===== src/rtl/lsc_pkg.sv =====
// Shared mode codes, FSM state encoding and default thresholds for the life-support controller.
package lsc_pkg;

    localparam logic [3:0] MODE_CRUISE = 4'b0000;
    localparam logic [3:0] MODE_DEF    = 4'b0100;
    localparam logic [3:0] MODE_STH    = 4'b1000;

    typedef enum logic [2:0] {
        StCruise  = 3'd0,
        StDefend  = 3'd1,
        StStealth = 3'd2,
        StAutoDef = 3'd3,
        StSafe    = 3'd4
    } lsc_state_e;

    localparam int unsigned DEF_WIDTH      = 32;
    localparam int unsigned DEF_O2_LOW     = 10;
    localparam int unsigned DEF_O2_FULL    = 100;
    localparam int unsigned DEF_PWR_LOW    = 10;
    localparam int unsigned DEF_PWR_FULL   = 100;
    localparam int unsigned DEF_SHIELD_LOW = 20;
    localparam int unsigned DEF_SHIELD_OK  = 50;
    localparam int unsigned DEF_TEMP_HI    = 90;
    localparam int unsigned DEF_COOLDOWN   = 8;
    localparam int unsigned DEF_FATAL_CNT  = 3;

    // Mode code presented to the life-support block for a given controller state.
    function automatic logic [3:0] state_mode(lsc_state_e s);
        case (s)
            StDefend, StAutoDef: return MODE_DEF;
            StStealth:           return MODE_STH;
            default:             return MODE_CRUISE;
        endcase
    endfunction

endpackage


===== src/rtl/resupply_timer.sv =====
// Threshold-triggered one-cycle resupply pulse with a saturating cooldown counter.
module resupply_timer
    import lsc_pkg::*;
#(
    parameter int unsigned WIDTH     = DEF_WIDTH,
    parameter int unsigned THRESHOLD = DEF_O2_LOW,
    parameter int unsigned COOLDOWN  = DEF_COOLDOWN
) (
    input  logic             clk,
    input  logic             rst,
    input  logic [WIDTH-1:0] level,
    output logic             pulse
);

    localparam int unsigned    CW      = (COOLDOWN > 0) ? $clog2(COOLDOWN + 1) : 1;
    localparam logic [WIDTH-1:0] THR   = WIDTH'(THRESHOLD);
    localparam logic [CW-1:0]  CD_LOAD = CW'(COOLDOWN);

    logic [CW-1:0] cd_q, cd_d;
    logic          fire;
    logic          pulse_q;

    always_comb begin
        fire = (level <= THR) && (cd_q == '0);
        cd_d = cd_q;
        if (fire) begin
            cd_d = CD_LOAD;
        end else if (cd_q != '0) begin
            cd_d = cd_q - CW'(1);
        end
    end

    always_ff @(posedge clk or negedge rst) begin
        if (!rst) begin
            cd_q    <= '0;
            pulse_q <= 1'b0;
        end else begin
            cd_q    <= cd_d;
            pulse_q <= fire;
        end
    end

    assign pulse = pulse_q;

endmodule


===== src/rtl/life_support_ctrl.sv =====
// Command-side life-support controller: crew mode handshake, auto-defence, stealth abort,
// fatal latch into SAFE, and independent o2/power resupply pulses.
module life_support_ctrl
    import lsc_pkg::*;
#(
    parameter int unsigned n          = DEF_WIDTH,
    parameter int unsigned O2_LOW     = DEF_O2_LOW,
    parameter int unsigned O2_FULL    = DEF_O2_FULL,
    parameter int unsigned PWR_LOW    = DEF_PWR_LOW,
    parameter int unsigned PWR_FULL   = DEF_PWR_FULL,
    parameter int unsigned SHIELD_LOW = DEF_SHIELD_LOW,
    parameter int unsigned SHIELD_OK  = DEF_SHIELD_OK,
    parameter int unsigned TEMP_HI    = DEF_TEMP_HI,
    parameter int unsigned COOLDOWN   = DEF_COOLDOWN,
    parameter int unsigned FATAL_CNT  = DEF_FATAL_CNT
) (
    input  logic         clk,
    input  logic         rst,
    input  logic [n-1:0] shield_in,
    input  logic [n-1:0] temp_in,
    input  logic [n-1:0] power_in,
    input  logic [n-1:0] o2_in,
    input  logic         fatal_in,
    input  logic         cmd_valid,
    input  logic [3:0]   cmd_mode,
    output logic         cmd_ready,
    output logic         cmd_err,
    output logic [3:0]   mode,
    output logic         chrg,
    output logic [n-1:0] pwr_load,
    output logic         o2sup,
    output logic [n-1:0] o2_load,
    output logic         alarm,
    output logic [2:0]   state
);

    localparam int unsigned FW = (FATAL_CNT > 0) ? $clog2(FATAL_CNT + 1) : 1;
    localparam logic [FW-1:0] FATAL_MAX = FW'(FATAL_CNT);

    lsc_state_e    state_q, state_d, ret_q, ret_d, cmd_state;
    logic [FW-1:0] fatal_cnt_q, fatal_cnt_d;
    logic [3:0]    mode_q;
    logic          ready_q, err_q;
    logic          hot, shield_low, shield_ok;
    logic          cmd_known, cmd_bad, cmd_fire, cmd_take;

    assign hot        = temp_in >= n'(TEMP_HI);
    assign shield_low = shield_in < n'(SHIELD_LOW);
    assign shield_ok  = shield_in >= n'(SHIELD_OK);

    always_comb begin
        fatal_cnt_d = '0;
        if (fatal_in) begin
            fatal_cnt_d = (fatal_cnt_q == FATAL_MAX) ? fatal_cnt_q : fatal_cnt_q + FW'(1);
        end

        cmd_state = StCruise;
        cmd_known = 1'b1;
        case (cmd_mode)
            MODE_CRUISE: cmd_state = StCruise;
            MODE_DEF:    cmd_state = StDefend;
            MODE_STH:    cmd_state = StStealth;
            default:     cmd_known = 1'b0;
        endcase

        cmd_fire = cmd_valid & ready_q;
        cmd_bad  = !cmd_known || (cmd_state == StStealth && hot);
        cmd_take = cmd_fire & !cmd_bad;

        state_d = state_q;
        ret_d   = ret_q;
        // Priority chain; a handshake that loses to a higher event is still consumed.
        if (state_q == StSafe || fatal_cnt_d == FATAL_MAX) begin
            state_d = StSafe;
        end else if (state_q == StStealth && hot) begin
            state_d = StCruise;
        end else if ((state_q == StCruise || state_q == StStealth) && shield_low) begin
            state_d = StAutoDef;
            ret_d   = state_q;
        end else if (state_q == StAutoDef && shield_ok) begin
            state_d = (ret_q == StStealth && hot) ? StCruise : ret_q;
        end else if (cmd_take) begin
            if (state_q == StAutoDef) begin
                ret_d = cmd_state;
            end else begin
                state_d = cmd_state;
            end
        end
    end

    always_ff @(posedge clk or negedge rst) begin
        if (!rst) begin
            state_q     <= StCruise;
            ret_q       <= StCruise;
            fatal_cnt_q <= '0;
            mode_q      <= MODE_CRUISE;
            ready_q     <= 1'b0;
            err_q       <= 1'b0;
        end else begin
            state_q     <= state_d;
            ret_q       <= ret_d;
            fatal_cnt_q <= fatal_cnt_d;
            mode_q      <= state_mode(state_d);
            ready_q     <= (state_d != StSafe);
            err_q       <= cmd_fire & cmd_bad;
        end
    end

    resupply_timer #(
        .WIDTH     (n),
        .THRESHOLD (O2_LOW),
        .COOLDOWN  (COOLDOWN)
    ) u_o2_timer (
        .clk   (clk),
        .rst   (rst),
        .level (o2_in),
        .pulse (o2sup)
    );

    resupply_timer #(
        .WIDTH     (n),
        .THRESHOLD (PWR_LOW),
        .COOLDOWN  (COOLDOWN)
    ) u_pwr_timer (
        .clk   (clk),
        .rst   (rst),
        .level (power_in),
        .pulse (chrg)
    );

    assign cmd_ready = ready_q;
    assign cmd_err   = err_q;
    assign mode      = mode_q;
    assign state     = state_q;
    assign alarm     = (state_q == StSafe);
    assign pwr_load  = n'(PWR_FULL);
    assign o2_load   = n'(O2_FULL);

endmodule


===== config.mk =====
export PLATFORM = sky130hd
export DESIGN_NAME = life_support_ctrl
export DESIGN_NICKNAME = d
export VERILOG_FILES = /design/src/rtl/lsc_pkg.sv /design/src/rtl/resupply_timer.sv /design/src/rtl/life_support_ctrl.sv
export SDC_FILE = /design/constraint.sdc
export NUM_CORES = 1
export LEC_CHECK = 0
export ABC_CLOCK_PERIOD_IN_PS = 2100
export CAP_MARGIN = 10
export CELL_PAD_IN_SITES_DETAIL_PLACEMENT = 1
export CELL_PAD_IN_SITES_GLOBAL_PLACEMENT = 2
export CORE_MARGIN = 2
export CORE_UTILIZATION = 30
export DETAILED_ROUTE_END_ITERATION = 7
export DONT_BUFFER_PORTS = 1
export PLACE_DENSITY = 0.85
export SKIP_LAST_GASP = 1
export SLEW_MARGIN = 20
export SYNTH_ARGS = -nofsm -noshare
export SYNTH_HDL_FRONTEND = slang
export SYNTH_SLANG_ARGS = --single-unit

===== constraint.sdc =====
create_clock -name clk -period 2.1 [get_ports clk]
set_clock_uncertainty 0.2 [all_clocks]
set_input_delay 0.42 -clock clk [delete_from_list [all_inputs] [get_ports clk]]
set_output_delay 0.42 -clock clk [all_outputs]
set_load 0.02 [all_outputs]

=== Word-level counts from Yosys, hierarchy flattened ===
Cells that the tools add are included.

* Multiplexer cells: 20
* Reductions and logical operators: 25
* Bitwise operators: 5
* Add/sub/neg operators: 3
* $lt $le $gt $ge: 5
* Equality and inequality tests: 14

{| class="wikitable"
|+ Operator list
! kind !! number
|-
| <= comparator 32 x 4 -> 1 bit, second input constant || 2
|-
| two-way mux 3 bit || 11
|-
| >= comparator 32 x 6 -> 1 bit, second input constant || 1
|-
| >= comparator 32 x 7 -> 1 bit, second input constant || 1
|-
| less-than comparator 32 x 5 -> 1 bit, second input constant || 1
|-
| equality test 3 x 2 -> 1 bit, second input constant || 6
|-
| two-way mux 4 bit || 4
|-
| zero test 4 bit || 3
|-
| one-hot mux 4 bit (2 select lines) || 1
|-
| nonzero test 2 bit || 4
|-
| nonzero test 4 bit || 2
|-
| subtractor 4 x 1 -> 4 bit, second input constant || 2
|-
| logical AND 1 bit || 7
|-
| AND reduction 5 bit || 1
|-
| equality test 2 bit, second input constant || 2
|-
| equality test 4 x 3 -> 1 bit, second input constant || 1
|-
| equality test 4 bit, second input constant || 1
|-
| two-way mux 2 bit || 2
|-
| one-hot mux 2 bit (2 select lines) || 1
|-
| AND 1 bit || 3
|-
| equality test 3 x 1 -> 1 bit, second input constant || 1
|-
| equality test 3 bit, second input constant || 1
|-
| zero test 3 bit || 1
|-
| logical OR 1 bit || 3
|-
| other kinds (8) || 10
|}

* Register bits after elaboration: 24
* Output and inout bits: 76

=== Depth between registers and ports, before layout ===
* Depth after elaboration: 15
* Depth in mapped cells: 7
* Gate-level depth less buffers: 7

=== By module ===
A second synthesis with hierarchy kept.

* Cells, all modules: 230
* Area total of the unflattened synthesis: 1,988.2 µm²

{| class="wikitable"
|+ By module, submodules not included
! module !! cells an instance !! area an instance (µm²) !! times used !! sequential area each (µm²)
|-
| life_support_ctrl || 162 || 1,372.6 || 1 || 300.3
|-
| resupply_timer || 34 || 307.8 || 2 || 125.1
|}

=== Worst setup path before layout ===
No wires, ideal clock.

* Path kind: in2reg
* Start: in temp_in[31]
* End: reg ret_q[0]
* Path buffers: 0
* Stages on the path: 6
* Path slack: -0.266 ns
* Setup time: 0.125 ns
* Arrival time: 2.041 ns
* Cells stage by stage: nor4_2 > nand4_2 > o41ai_2 > nand4_1 > a211oi_2 > mux2_2

* Longest elaborated chain between the ends: 7
* Elaborated cells between the ends (all ways): 9
* Classes of those cells: order compare: 1; bitwise: 2; reduce/logical: 6

{| class="wikitable"
|+ RTL lines
! what !! line !! source
|-
| start, declared || life_support_ctrl.sv:20 || <nowiki>input logic [n-1:0] temp_in,</nowiki>
|-
| >= comparator 32 x 7 -> 1 bit * || life_support_ctrl.sv:47 || <nowiki>assign hot = temp_in >= n'(TEMP_HI);</nowiki>
|-
| logical AND 1 bit || life_support_ctrl.sv:67 || <nowiki>cmd_bad = !cmd_known || (cmd_state == StStealth && hot);</nowiki>
|-
| logical OR 1 bit || life_support_ctrl.sv:67 ||
|-
| zero test 1 bit || life_support_ctrl.sv:68 || <nowiki>cmd_take = cmd_fire & !cmd_bad;</nowiki>
|-
| AND 1 bit || life_support_ctrl.sv:68 ||
|-
| nonzero test 2 bit (no line) || -- ||
|-
| AND reduction 5 bit (no line) * || -- ||
|-
| end signal, assigned || life_support_ctrl.sv:94 || <nowiki>ret_q <= StCruise;</nowiki>
|-
| end signal, assigned || life_support_ctrl.sv:101 || <nowiki>ret_q <= ret_d;</nowiki>
|-
| end, declared || life_support_ctrl.sv:40 || <nowiki>lsc_state_e state_q, state_d, ret_q, ret_d, cmd_state;</nowiki>
|}

Mark *: on every way between the ends. The rest lies on a longest branch, timed or not.
A chain may end at the register's enable or synchronous reset.

=== Worst setup path after layout ===
* Start: in temp_in[26]
* End: reg ret_q[1]

Same word-level chain as after synthesis.

==> metrics.cfg <==
[yosys]
syn_avg_cell_area_um2=8.79
synthAdderAreaFrac=0.0129
synth_top_area_share=0.284
total_of_flip_flops_plus_latches_after_synthesis=22
synthesis.yosys.warnings=0
synthMuxAreaShare=0.0232
synth.distinct_cells=45
synth_xor_xnor_area_share=0
ys_top_cells_by_area=dfrtp_1 (28%), buf_4 (26%), nor4_1 (7.1%)
syn_area_mm2=0.00194
synth_simple_gate_area_frac=0.258
synth_compound_gate_area_share=0.146
dominant_combinational_cell_family_by_area_after_synthesis=buffers and inverters
synth_area_leader_cell=dfrtp_1
ys_seq_area_frac=0.284
netlist_instances=221

[grt]
groute.usage.overall=0.137
grt_pass1_wl_mm=7.66
number_of_antenna_violations_at_the_first_check_in_global_routing=0
vias_in_the_first_global_route=1625
global_route.overflow_total=0
grt_start_max_net_pins=23

[timing]
setup_violations=2
layout_setup_ws_ns=-0.0473
final.period_utilization=1.02
fin_hold_ws_ns=0.0605
final.min_clock_period_ns=2.15
report.final.slew_viol_count=0
clock.fmax_mhz=466
hold_viol_final=0
grt_setup_unrepaired=yes

[worst_setup_path]
timing.critical_path.arrival_ns=2.10
crit_path_end_kind=flip-flop
start_kind=primary input
critical_path_class=in2reg
worstPathMaxFanout=3
worstPathRequired_ns=2.06

[cells_and_area]
leading_cell_type_in_the_layout_fill_and_taps_excluded=conb_1
final_util=0.329
finish.instance_area_mm2=0.00208
syn2layout_area_growth_pct=6.96
num-nets-final=378
commonest_cells_after_routing_fill_and_taps_aside=conb_1 (66), dfrtp_1 (22), nor4_1 (20), buf_4 (14), nor2_1 (10)
ant_cells=0
fin_cells=316
final_layout_size_suffix_gt1_frac=0.163

[clock_network]
htreeDepth=1
insertion_delay_ns=0.27
tritoncts=yes
numCtsBuffers=3
clock_tree.root_cell=clkbuf_8
cts.reportedPaths.clkPinSlew_ns=0.09
cts.path.max_buffers=2
cts_num_sinks=22

[job]
maxCapViolations=0

[place]
place_area_mm2=0.00191
place_congestion=0.787
io_buffer_count=0
placed_cells=309
dpl.hpwl_mm=4.35

[power]
power.density_mw_per_mm2=480
irDropWorstVdd_mv=0.216
cellLeakagePower_nw=0.920

[status]
outcome=complete, but fails checks
violations=negative setup slack

[detailed_routing]
wl_per_cell_um=16.5
drtPass1Iterations=4
route.detailed.drc=0
post_drt_via_cell_ratio=5.03
dr_vias=1591
drt_wl_total_mm=5.22
drtIter0Drc=24
detail-route-antenna-nets=0

[floorplanning]
core_area_mm2=0.00631
die_w_um=84.5
effective_utilization_at_floorplan=0.308
pin_count=212
dieArea_mm2=0.00713
die_h_um=84.5
rows=29

[min_path]
timing.hold.worst.class=in2reg

-- state kept, by name (all words and copies together), names as in the netlist --
name / count
ret_q: 3
cmd_ready: 1
u_pwr_timer.cd_q: 4
cmd_err: 1
u_pwr_timer.pulse: 1
fatal_cnt_q: 2
mode: 2
state: 3
u_o2_timer.pulse: 1
u_o2_timer.cd_q: 4
-- metrics by stage --
stage | power, W | setup slack (ns) | TNS [ns]
floorplan | 0.000662 | -0.204 | -0.673
global placement | 0.000573 | -0.273 | -1.38
CTS | 0.00102 | -0.0328 | -0.0469
detailed placement | 0.000574 | -0.372 | -2.07
finish | 0.000997 | -0.0473 | -0.0821
global route | 0.00105 | -0.152 | -0.419
-- report_power, final --
group          leakage (nW)  switching [W]  internal [W]  total [W]
logic                 0.585       0.000130     0.0000286   0.000158
clock network        0.0357       0.000155      0.000255   0.000410
registers             0.299     0.00000202      0.000427   0.000429
-- synthesized netlist by cell type, drive strengths merged --
master and instances:
dfrtp 22, nor3b 2, a2111oi 1, a22oi 1
nor3 7, o211a 1, ha 2, mux2 4
o21ai 9, nor2 10, or3 3, o21a 3
a21oi 5, inv 9, nor2b 5, and4b 1
a31oi 1, a41oi 1, and3 2, a32o 1
o311a 1, o41ai 1, nand4 6, o31a 1
a211o 2, conb 2, nand3 10, o2111a 1
a21o 2, a21boi 1, nor4 25, buf 66
and3b 1, o311ai 1, a211oi 2, and4 1
nor4b 1, nand2 7
-- worst max-delay path, stage by stage --
cell      delay (ns)
nor4_4          0.27
nand4_2         0.20
o41ai_4         0.35
nand4_1         0.19
a211oi_4        0.30
mux2_2          0.37
-- final timing paths --
check	startpoint	end	slack, ns	cells after the start
setup reg to reg	state[0]	cmd_ready	0.05	6
hold / removal	fatal_in	fatal_cnt_q[1]	0.06	1
max in group asynchronous	rst	ret_q[0]	1.16	2
min in group asynchronous	rst	u_o2_timer.pulse	0.39	2
hold reg to reg	fatal_cnt_q[0]	fatal_cnt_q[0]	0.27	1
setup / recovery	temp_in[26]	ret_q[1]	-0.05	6
-- metal layers --
layer / share of wire / GRT usage / wire length, um / vias up
li1: - / - / - / 715
met1: 0.31 / 0.129 / 1630 / 742
met2: 0.57 / 0.281 / 2980 / 127
met3: 0.10 / 0.0315 / 522 / 7
met4: 0.018 / 0.0491 / 95 / 0
met5: 0 / 0 / 0 / -
-- final cells by class --
| type | count | area (um2) |
|---|---|---|
| Tap cell | 77 | 96.3 |
| Inverter | 9 | 33.8 |
| Multi-Input combinational cell | 188 | 1190 |
| Clock buffer | 3 | 41.3 |
| Timing Repair Buffer | 16 | 135 |
| Fill cell | 761 | 4240 |
| Clock inverter | 1 | 30.0 |
| Sequential cell | 22 | 551 |
-- repair_timing --
item / in CTS / in global routing
endpoints found under the hold margin: 22 / 0
setup buffers: 0 / 1
pin swaps: 0 / 2
resized for setup: 2 / 6
hold buffers: 2 / 0
endpoints found under the setup margin: 3 / 5
-- cell families after synthesis --
kind of cell	after synthesis
DFF	22
buffers and inverters	75
adders and majority gates	2
other	2
AOI/OAI and AO/OA	35
and+or+nand+nor	81
muxes	4
(Power assumes the default switching activity.)
